[config.mk]
export PLATFORM = sky130hd
export DESIGN_NAME = capture_ctrl_flat
export DESIGN_NICKNAME = d
export VERILOG_FILES = /design/src/rtl/capture_ctrl_if.sv /design/src/rtl/capture_ctrl.sv /design/src/flat_wrapper.sv
export SDC_FILE = /design/constraint.sdc
export NUM_CORES = 1
export LEC_CHECK = 0
export BUFFER_PORTS_ARGS = -buffer_cell sky130_fd_sc_hd__buf_2
export CAP_MARGIN = 10
export CORE_MARGIN = 2
export CORE_UTILIZATION = 60
export CTS_BUF_LIST = sky130_fd_sc_hd__clkbuf_2
export DETAILED_ROUTE_END_ITERATION = 10
export PLACE_DENSITY = 0.83
export SYNTH_ARGS = -nofsm -noshare
export SYNTH_HDL_FRONTEND = slang
export SYNTH_SLANG_ARGS = --single-unit
[constraint.sdc]
create_clock -name clock -period 9.95 [get_ports clock]
set_clock_uncertainty 0.1 [all_clocks]
set_input_delay 0.995 -clock clock [delete_from_list [all_inputs] [get_ports clock]]
set_output_delay 0.995 -clock clock [all_outputs]
set_load 0.02 [all_outputs]
[src/rtl/capture_ctrl_if.sv]
`default_nettype none
// ============================================================================
// Module   : capture_ctrl_if
// Brief    : Control, sample-RAM and readout signals of the capture sequencer.
// Revision : 1.0 - initial release
// ============================================================================
interface capture_ctrl_if #(
    parameter int ADDR_WIDTH = 15,
    parameter int DATA_WIDTH = 12
) ();
    logic                  arm;
    logic                  abort;
    logic                  sample_valid;
    logic [DATA_WIDTH-1:0] sample_in;
    logic [DATA_WIDTH-1:0] trig_level;
    logic                  trig_rising;
    logic [ADDR_WIDTH-1:0] pretrig_depth;

    logic                  ram_we_a;
    logic [ADDR_WIDTH-1:0] ram_addr_a;
    logic [DATA_WIDTH-1:0] ram_in_a;

    logic                  rd_req;
    logic [ADDR_WIDTH-1:0] rd_index;
    logic [ADDR_WIDTH-1:0] ram_addr_b;
    logic                  rd_valid;

    logic                  busy;
    logic                  triggered;
    logic                  done;
    logic [ADDR_WIDTH-1:0] trig_addr;

    // Host / front-end side
    modport master (
        output arm, abort, sample_valid, sample_in, trig_level, trig_rising,
               pretrig_depth, rd_req, rd_index,
        input  ram_we_a, ram_addr_a, ram_in_a, ram_addr_b, rd_valid,
               busy, triggered, done, trig_addr
    );

    // Sequencer side
    modport slave (
        input  arm, abort, sample_valid, sample_in, trig_level, trig_rising,
               pretrig_depth, rd_req, rd_index,
        output ram_we_a, ram_addr_a, ram_in_a, ram_addr_b, rd_valid,
               busy, triggered, done, trig_addr
    );
endinterface
`default_nettype wire

[src/rtl/capture_ctrl.sv]
`default_nettype none
// ============================================================================
// Module   : capture_ctrl
// Brief    : Circular-buffer acquisition sequencer with level/slope trigger,
//            pre-trigger depth and logical-to-physical readout translation.
// Revision : 1.0 - initial release
// ============================================================================
module capture_ctrl #(
    parameter int ADDR_WIDTH = 15,
    parameter int DATA_WIDTH = 12
) (
    input  logic           clock,
    input  logic           reset_n,
    capture_ctrl_if.slave  bus
);

    typedef enum logic [2:0] {
        S_IDLE = 3'd0,
        S_PRE  = 3'd1,
        S_WAIT = 3'd2,
        S_POST = 3'd3,
        S_DONE = 3'd4
    } state_t;

    localparam logic [ADDR_WIDTH:0]   c_depth    = {1'b1, {ADDR_WIDTH{1'b0}}};
    localparam logic [ADDR_WIDTH-1:0] c_addr_one = 1;
    localparam logic [ADDR_WIDTH:0]   c_cnt_one  = 1;

    state_t                r_state;
    logic [ADDR_WIDTH-1:0] r_p;
    logic [ADDR_WIDTH-1:0] r_wp;
    logic [ADDR_WIDTH-1:0] r_pre_cnt;
    logic [ADDR_WIDTH:0]   r_post_cnt;
    logic [DATA_WIDTH-1:0] r_prev;
    logic                  r_prev_valid;
    logic                  r_we;
    logic [ADDR_WIDTH-1:0] r_addr_a;
    logic [DATA_WIDTH-1:0] r_din_a;
    logic [ADDR_WIDTH-1:0] r_addr_b;
    logic [1:0]            r_rd_pipe;
    logic                  r_busy;
    logic                  r_trig;
    logic                  r_done;
    logic [ADDR_WIDTH-1:0] r_trig_addr;

    logic                  w_busy_state;
    logic                  w_accept;
    logic                  w_rise;
    logic                  w_fall;
    logic                  w_trig_hit;
    logic [ADDR_WIDTH-1:0] w_pre_next;
    logic [ADDR_WIDTH:0]   w_post_next;
    logic [ADDR_WIDTH:0]   w_post_target;
    logic [ADDR_WIDTH-1:0] w_start;
    logic [ADDR_WIDTH-1:0] w_rd_addr;
    logic                  w_rd_accept;
    logic                  w_arm_ok;

    assign w_busy_state  = (r_state == S_PRE) || (r_state == S_WAIT) || (r_state == S_POST);
    assign w_accept      = w_busy_state && bus.sample_valid;
    assign w_arm_ok      = bus.arm && ((r_state == S_IDLE) || (r_state == S_DONE));

    assign w_rise        = (r_prev < bus.trig_level) && (bus.sample_in >= bus.trig_level);
    assign w_fall        = (r_prev > bus.trig_level) && (bus.sample_in <= bus.trig_level);
    assign w_trig_hit    = w_accept && r_prev_valid && (bus.trig_rising ? w_rise : w_fall);

    assign w_pre_next    = r_pre_cnt + c_addr_one;
    assign w_post_next   = r_post_cnt + c_cnt_one;
    // Post-trigger length includes the trigger sample itself; needs one extra bit for P = 0.
    assign w_post_target = c_depth - {1'b0, r_p};

    // Oldest sample of the frozen capture sits P words before the trigger.
    assign w_start       = r_trig_addr - r_p;
    assign w_rd_addr     = w_start + bus.rd_index;
    assign w_rd_accept   = (r_state == S_DONE) && bus.rd_req;

    always_ff @(posedge clock or negedge reset_n) begin
        if (!reset_n) begin
            r_state      <= S_IDLE;
            r_p          <= '0;
            r_wp         <= '0;
            r_pre_cnt    <= '0;
            r_post_cnt   <= '0;
            r_prev       <= '0;
            r_prev_valid <= 1'b0;
            r_we         <= 1'b0;
            r_addr_a     <= '0;
            r_din_a      <= '0;
            r_addr_b     <= '0;
            r_rd_pipe    <= 2'b00;
            r_busy       <= 1'b0;
            r_trig       <= 1'b0;
            r_done       <= 1'b0;
            r_trig_addr  <= '0;
        end else begin
            r_we      <= 1'b0;
            // Address register plus one RAM read cycle before the data is usable.
            r_rd_pipe <= {r_rd_pipe[0], w_rd_accept};
            if (w_rd_accept) begin
                r_addr_b <= w_rd_addr;
            end

            if (bus.abort) begin
                r_state <= S_IDLE;
                r_busy  <= 1'b0;
                r_trig  <= 1'b0;
                r_done  <= 1'b0;
            end else if (w_arm_ok) begin
                r_p          <= bus.pretrig_depth;
                r_wp         <= '0;
                r_pre_cnt    <= '0;
                r_post_cnt   <= '0;
                r_prev_valid <= 1'b0;
                r_busy       <= 1'b1;
                r_trig       <= 1'b0;
                r_done       <= 1'b0;
                r_state      <= (bus.pretrig_depth != '0) ? S_PRE : S_WAIT;
            end else if (w_accept) begin
                r_we         <= 1'b1;
                r_addr_a     <= r_wp;
                r_din_a      <= bus.sample_in;
                r_wp         <= r_wp + c_addr_one;
                r_prev       <= bus.sample_in;
                r_prev_valid <= 1'b1;

                case (r_state)
                    S_PRE: begin
                        r_pre_cnt <= w_pre_next;
                        if (w_pre_next == r_p) begin
                            r_state <= S_WAIT;
                        end
                    end
                    S_WAIT: begin
                        if (w_trig_hit) begin
                            r_trig_addr <= r_wp;
                            r_post_cnt  <= c_cnt_one;
                            r_trig      <= 1'b1;
                            if (w_post_target == c_cnt_one) begin
                                r_state <= S_DONE;
                                r_busy  <= 1'b0;
                                r_done  <= 1'b1;
                            end else begin
                                r_state <= S_POST;
                            end
                        end
                    end
                    S_POST: begin
                        r_post_cnt <= w_post_next;
                        if (w_post_next == w_post_target) begin
                            r_state <= S_DONE;
                            r_busy  <= 1'b0;
                            r_done  <= 1'b1;
                        end
                    end
                    default: begin
                    end
                endcase
            end
        end
    end

    assign bus.ram_we_a   = r_we;
    assign bus.ram_addr_a = r_addr_a;
    assign bus.ram_in_a   = r_din_a;
    assign bus.ram_addr_b = r_addr_b;
    assign bus.rd_valid   = r_rd_pipe[1];
    assign bus.busy       = r_busy;
    assign bus.triggered  = r_trig;
    assign bus.done       = r_done;
    assign bus.trig_addr  = r_trig_addr;

endmodule
`default_nettype wire
[src/flat_wrapper.sv]
// flat-port wrapper written by rule: the top's interface ports become plain ports
module capture_ctrl_flat 
#(
    parameter int ADDR_WIDTH = 15,
    parameter int DATA_WIDTH = 12
)
  (clock, reset_n, bus_arm, bus_abort, bus_sample_valid, bus_sample_in, bus_trig_level, bus_trig_rising, bus_pretrig_depth, bus_rd_req, bus_rd_index, bus_ram_we_a, bus_ram_addr_a, bus_ram_in_a, bus_ram_addr_b, bus_rd_valid, bus_busy, bus_triggered, bus_done, bus_trig_addr);
  capture_ctrl_if #(.ADDR_WIDTH(ADDR_WIDTH), .DATA_WIDTH(DATA_WIDTH)) bus_i ();
  input  logic clock;
  input  logic reset_n;
  input wire logic [$bits(bus_i.arm)-1:0] bus_arm;
  input wire logic [$bits(bus_i.abort)-1:0] bus_abort;
  input wire logic [$bits(bus_i.sample_valid)-1:0] bus_sample_valid;
  input wire logic [$bits(bus_i.sample_in)-1:0] bus_sample_in;
  input wire logic [$bits(bus_i.trig_level)-1:0] bus_trig_level;
  input wire logic [$bits(bus_i.trig_rising)-1:0] bus_trig_rising;
  input wire logic [$bits(bus_i.pretrig_depth)-1:0] bus_pretrig_depth;
  input wire logic [$bits(bus_i.rd_req)-1:0] bus_rd_req;
  input wire logic [$bits(bus_i.rd_index)-1:0] bus_rd_index;
  output wire logic [$bits(bus_i.ram_we_a)-1:0] bus_ram_we_a;
  output wire logic [$bits(bus_i.ram_addr_a)-1:0] bus_ram_addr_a;
  output wire logic [$bits(bus_i.ram_in_a)-1:0] bus_ram_in_a;
  output wire logic [$bits(bus_i.ram_addr_b)-1:0] bus_ram_addr_b;
  output wire logic [$bits(bus_i.rd_valid)-1:0] bus_rd_valid;
  output wire logic [$bits(bus_i.busy)-1:0] bus_busy;
  output wire logic [$bits(bus_i.triggered)-1:0] bus_triggered;
  output wire logic [$bits(bus_i.done)-1:0] bus_done;
  output wire logic [$bits(bus_i.trig_addr)-1:0] bus_trig_addr;
  assign bus_i.arm = bus_arm;
  assign bus_i.abort = bus_abort;
  assign bus_i.sample_valid = bus_sample_valid;
  assign bus_i.sample_in = bus_sample_in;
  assign bus_i.trig_level = bus_trig_level;
  assign bus_i.trig_rising = bus_trig_rising;
  assign bus_i.pretrig_depth = bus_pretrig_depth;
  assign bus_i.rd_req = bus_rd_req;
  assign bus_i.rd_index = bus_rd_index;
  assign bus_ram_we_a = bus_i.ram_we_a;
  assign bus_ram_addr_a = bus_i.ram_addr_a;
  assign bus_ram_in_a = bus_i.ram_in_a;
  assign bus_ram_addr_b = bus_i.ram_addr_b;
  assign bus_rd_valid = bus_i.rd_valid;
  assign bus_busy = bus_i.busy;
  assign bus_triggered = bus_i.triggered;
  assign bus_done = bus_i.done;
  assign bus_trig_addr = bus_i.trig_addr;
  capture_ctrl #(.ADDR_WIDTH(ADDR_WIDTH), .DATA_WIDTH(DATA_WIDTH)) u_core (.clock(clock), .reset_n(reset_n), .bus(bus_i));
endmodule
==> impl_results.md <==
- Status: completed
- Maxcap violations: 0
- Worst r2r path cells: 11
- Post-CTS Hold Buffers: 0
- Req. time, crit path: 10.51 ns
- CP bufs+invs: 1
- Synth cell types: 68
- Final Critical Period: 3.87 ns
- Worst-Skew Late Latency: 0.76 ns
- Crit Path Max Fanout: 9
- Mapped Avg Cell Area: 8.74 um2
- CTS clock-pin slew for the worst setup and hold paths: 0.23 ns
- Top-area cell type share of the netlist area: 37.8%
- Synth area leader: dfrtp_1
- Pre-antenna DRT Iters: 5
- Post-Syn Instances: 971
- Die Y: 123 um
- Crit path from: u_core.r_p[0]
- Placer Congestion: 0.899
- Mapped cell area: 0.00848 mm2
- Largest stage delay on the critical path: 0.58 ns
- Ys flop type: dfrtp_1
- Pwr dens: 216 mW/mm2
- Antenna violations before repair: 2
- Crit end category: flip-flop
- CTS tree: yes
- Starting DRT DRC Count: 578
- Most common cell after layout, fill and taps aside: nand2_1
- Register area: 0.00320 mm2
- Total GRT Usage: 29.0%
- Worst vdd ir: 0.137 mV
- YS warnings: 0
- Detailed placer's ending HPWL: 15.2 mm
- Cts repair resizes: 0
- CP cell instances: inv_1 > ha_1 > or4b_4 > or4_4 > xnor2_2 > and4bb_2 > nor3_1 > nor4_2 > o21ai_1 > or3_4 > a211oi_2
- Fmax: 258 MHz
- Pwr Total: 2.03 mW
- Post-route cell area: 0.00941 mm2
- Area contributors post-synth: dfrtp_1 (38%), nand2_1 (6.6%), ha_1 (6.5%), o21ai_0 (5.1%), xnor2_1 (4.7%)
- RSZ-0062 raised after global routing: no
- Core Area: 0.0138 mm2
- CTS H-Tree Depth: 4
- Wire per inst: 16.4 um
- Multi-input logic area: 0.00475 mm2
- # clock sinks: 128
- Post-synth EDFFs: 0
- Die W: 123 um
- Met3 GRT Util: 6.69%
- Final setup fails: 0
- Delay-heaviest family, CP: simple AND/OR/NAND/NOR gates
- Most Crowded Layer GR: met2
- Commonest non-fill, non-tap cells in the layout: nand2_1 (150), dfrtp_1 (128), buf_2 (121), o21ai_0 (86), inv_1 (84)
- Die footprint: 0.0151 mm2
- Pin count of the biggest net entering global routing: 67
- Syn_nets: 1090
- Critical path type: flip-flop to flip-flop
- Port-buffer cells: 122
- HP Class: input pin to asynchronous set/reset pin
- DRC Markers: 0
- Setup TNS: 0 ns
- ANT nets after route: 0
- WL final: 20.6 mm
- Starting density of the core: 61.3%
- Pleak: 4.72 nW
- Sequential element share of the synthesized area: 37.8%
- GR Layer Usage met2: 45.7%
- Filler instances: 1110
- Vias: 7365
- Layout cells sized above 1: 18.5%
- TritonCTS buffer count: 17
- Max Slew Vio Count: 0
- Io pins: 123
- Vias in the first global route: 6925
- Worst Tran Pin Value: 0.925 ns
- DR vias/cell: 5.85
- Met1 Use GR: 39.0%
- Clock Path Buffers: 2
- GR Overflow Total: 0
- Area Overhead vs Synth: 10.9%
- Worst reg2reg path startpoint: u_core.r_p[0]
- Row cnt: 43
- R2r setup slk: 6.08 ns
- Final hold vios: 0
- Root Buffer: clkbuf_2
- Max-slew headroom: 38.1%
- Final nets: 1185
- Slowest CP cell: dfrtp_1
- First-pass GRT wire length: 33.9 mm
- Setup crit start kind: flip-flop
- DP Area: 0.00915 mm2
- Async SR Flop Fraction: 100%
- Arr. time, crit path: 4.43 ns
- Final period util: 38.9%
- Setup bufs post-CTS: 0
- Reg-to-Reg End: u_core.bus.done
- #FFs+latches synth: 128
[Yosys cell counts (6+ instances only)]
| library cell | instances |
|---|---|
| dfrtp_1 | 128 |
| xnor2_1 | 46 |
| a31oi_1 | 7 |
| nor2_1 | 55 |
| nand2_1 | 150 |
| nor4_1 | 12 |
| o31ai_1 | 19 |
| nand4_1 | 19 |
| fa_1 | 14 |
| nor3_1 | 18 |
| a211oi_1 | 9 |
| mux2_2 | 29 |
| a21oi_1 | 28 |
| xor2_1 | 21 |
| and2_1 | 6 |
| a21o_1 | 11 |
| nand3_1 | 33 |
| nor2b_1 | 6 |
| o21ai_0 | 87 |
| and3_1 | 13 |
| nand2b_1 | 12 |
| clkbuf_1 | 47 |
| inv_1 | 84 |
| ha_1 | 44 |
[per-stage QoR]
step                instances  hold slack, ns  setup slack [ns]  utilization [%]
floorplan                 971           0.231              6.36                -
global placement         1227           0.232              6.00             66.2
detailed placement       1227           0.241              5.84             66.2
CTS                      1257           0.190              6.11             68.0
global route             1258           0.204              5.91             68.0
finish                   1258           0.190              6.08             68.0
[how the worst max path moves through the flow]
stage | cells past startpoint | endpoint
floorplan | 13 | u_core.bus.ram_addr_b[14]
CTS | 11 | u_core.bus.done
detailed placement | 11 | u_core.bus.trig_addr[3]
global route | 11 | u_core.bus.done
finish | 11 | u_core.bus.done
global placement | 11 | u_core.bus.trig_addr[9]
[worst reg2reg max path: stages (launching register included)]
cell	delay, ns
dfrtp_1	0.58
inv_1	0.15
ha_1	0.26
or4b_4	0.57
or4_4	0.48
xnor2_2	0.17
and4bb_2	0.29
nor3_1	0.05
nor4_2	0.36
o21ai_1	0.15
or3_4	0.43
a211oi_2	0.22
[area by class of cell]
| cell class | count | share of cell area (%) |
|---|---|---|
| diodes | 1 | 0.0266 |
| clock buffers | 17 | 0.904 |
| clock inverters | 13 | 1.77 |
| inverters | 85 | 3.39 |
| multi-input cells | 706 | 50.5 |
| flip-flops and latches | 128 | 34.0 |
| well taps | 180 | 2.39 |
| repair buffers | 128 | 7.00 |
[layer usage]
layer | vias to the layer above | share of wire (%)
met3 | 57 | 8.1
met5 | - | 0.053
met1 | 3467 | 42
li1 | 3532 | -
met2 | 307 | 47
met4 | 2 | 3.1
[where the power goes]
part | total, mW | internal [mW] | switching (mW)
clock network | 0.347 | 0.139 | 0.208
logic | 0.905 | 0.404 | 0.501
registers | 0.776 | 0.602 | 0.174
[flip-flops by register name (all words and copies together), names as in the netlist]
name	cells
u_core.bus.ram_we_a	1
u_core.bus.ram_addr_a	15
u_core.r_prev	12
u_core.bus.trig_addr	15
u_core.r_post_cnt	16
u_core.r_rd_pipe	2
u_core.r_state	3
u_core.bus.triggered	1
u_core.r_wp	15
u_core.r_pre_cnt	15
u_core.bus.ram_addr_b	15
u_core.r_p	15
u_core.r_prev_valid	1
u_core.bus.done	1
u_core.bus.busy	1
[logic make-up (layout without fill, tap and decap cells)]
family                   after synthesis  in the layout  share of synthesized area, %
AO/OA/AOI/OAI                        200            200                          14.6
XOR/XNOR                              72             72                          8.19
adder cells (fa/ha/maj)               58             58                          9.79
buffers and inverters                137            243                          6.25
flip-flops                           128            128                          37.8
multiplexers                          30             30                          3.97
other                                  0              1                             0
AND/OR/NAND/NOR                      346            346                          19.4
No activity file was read; power rests on OpenSTA's default activity.
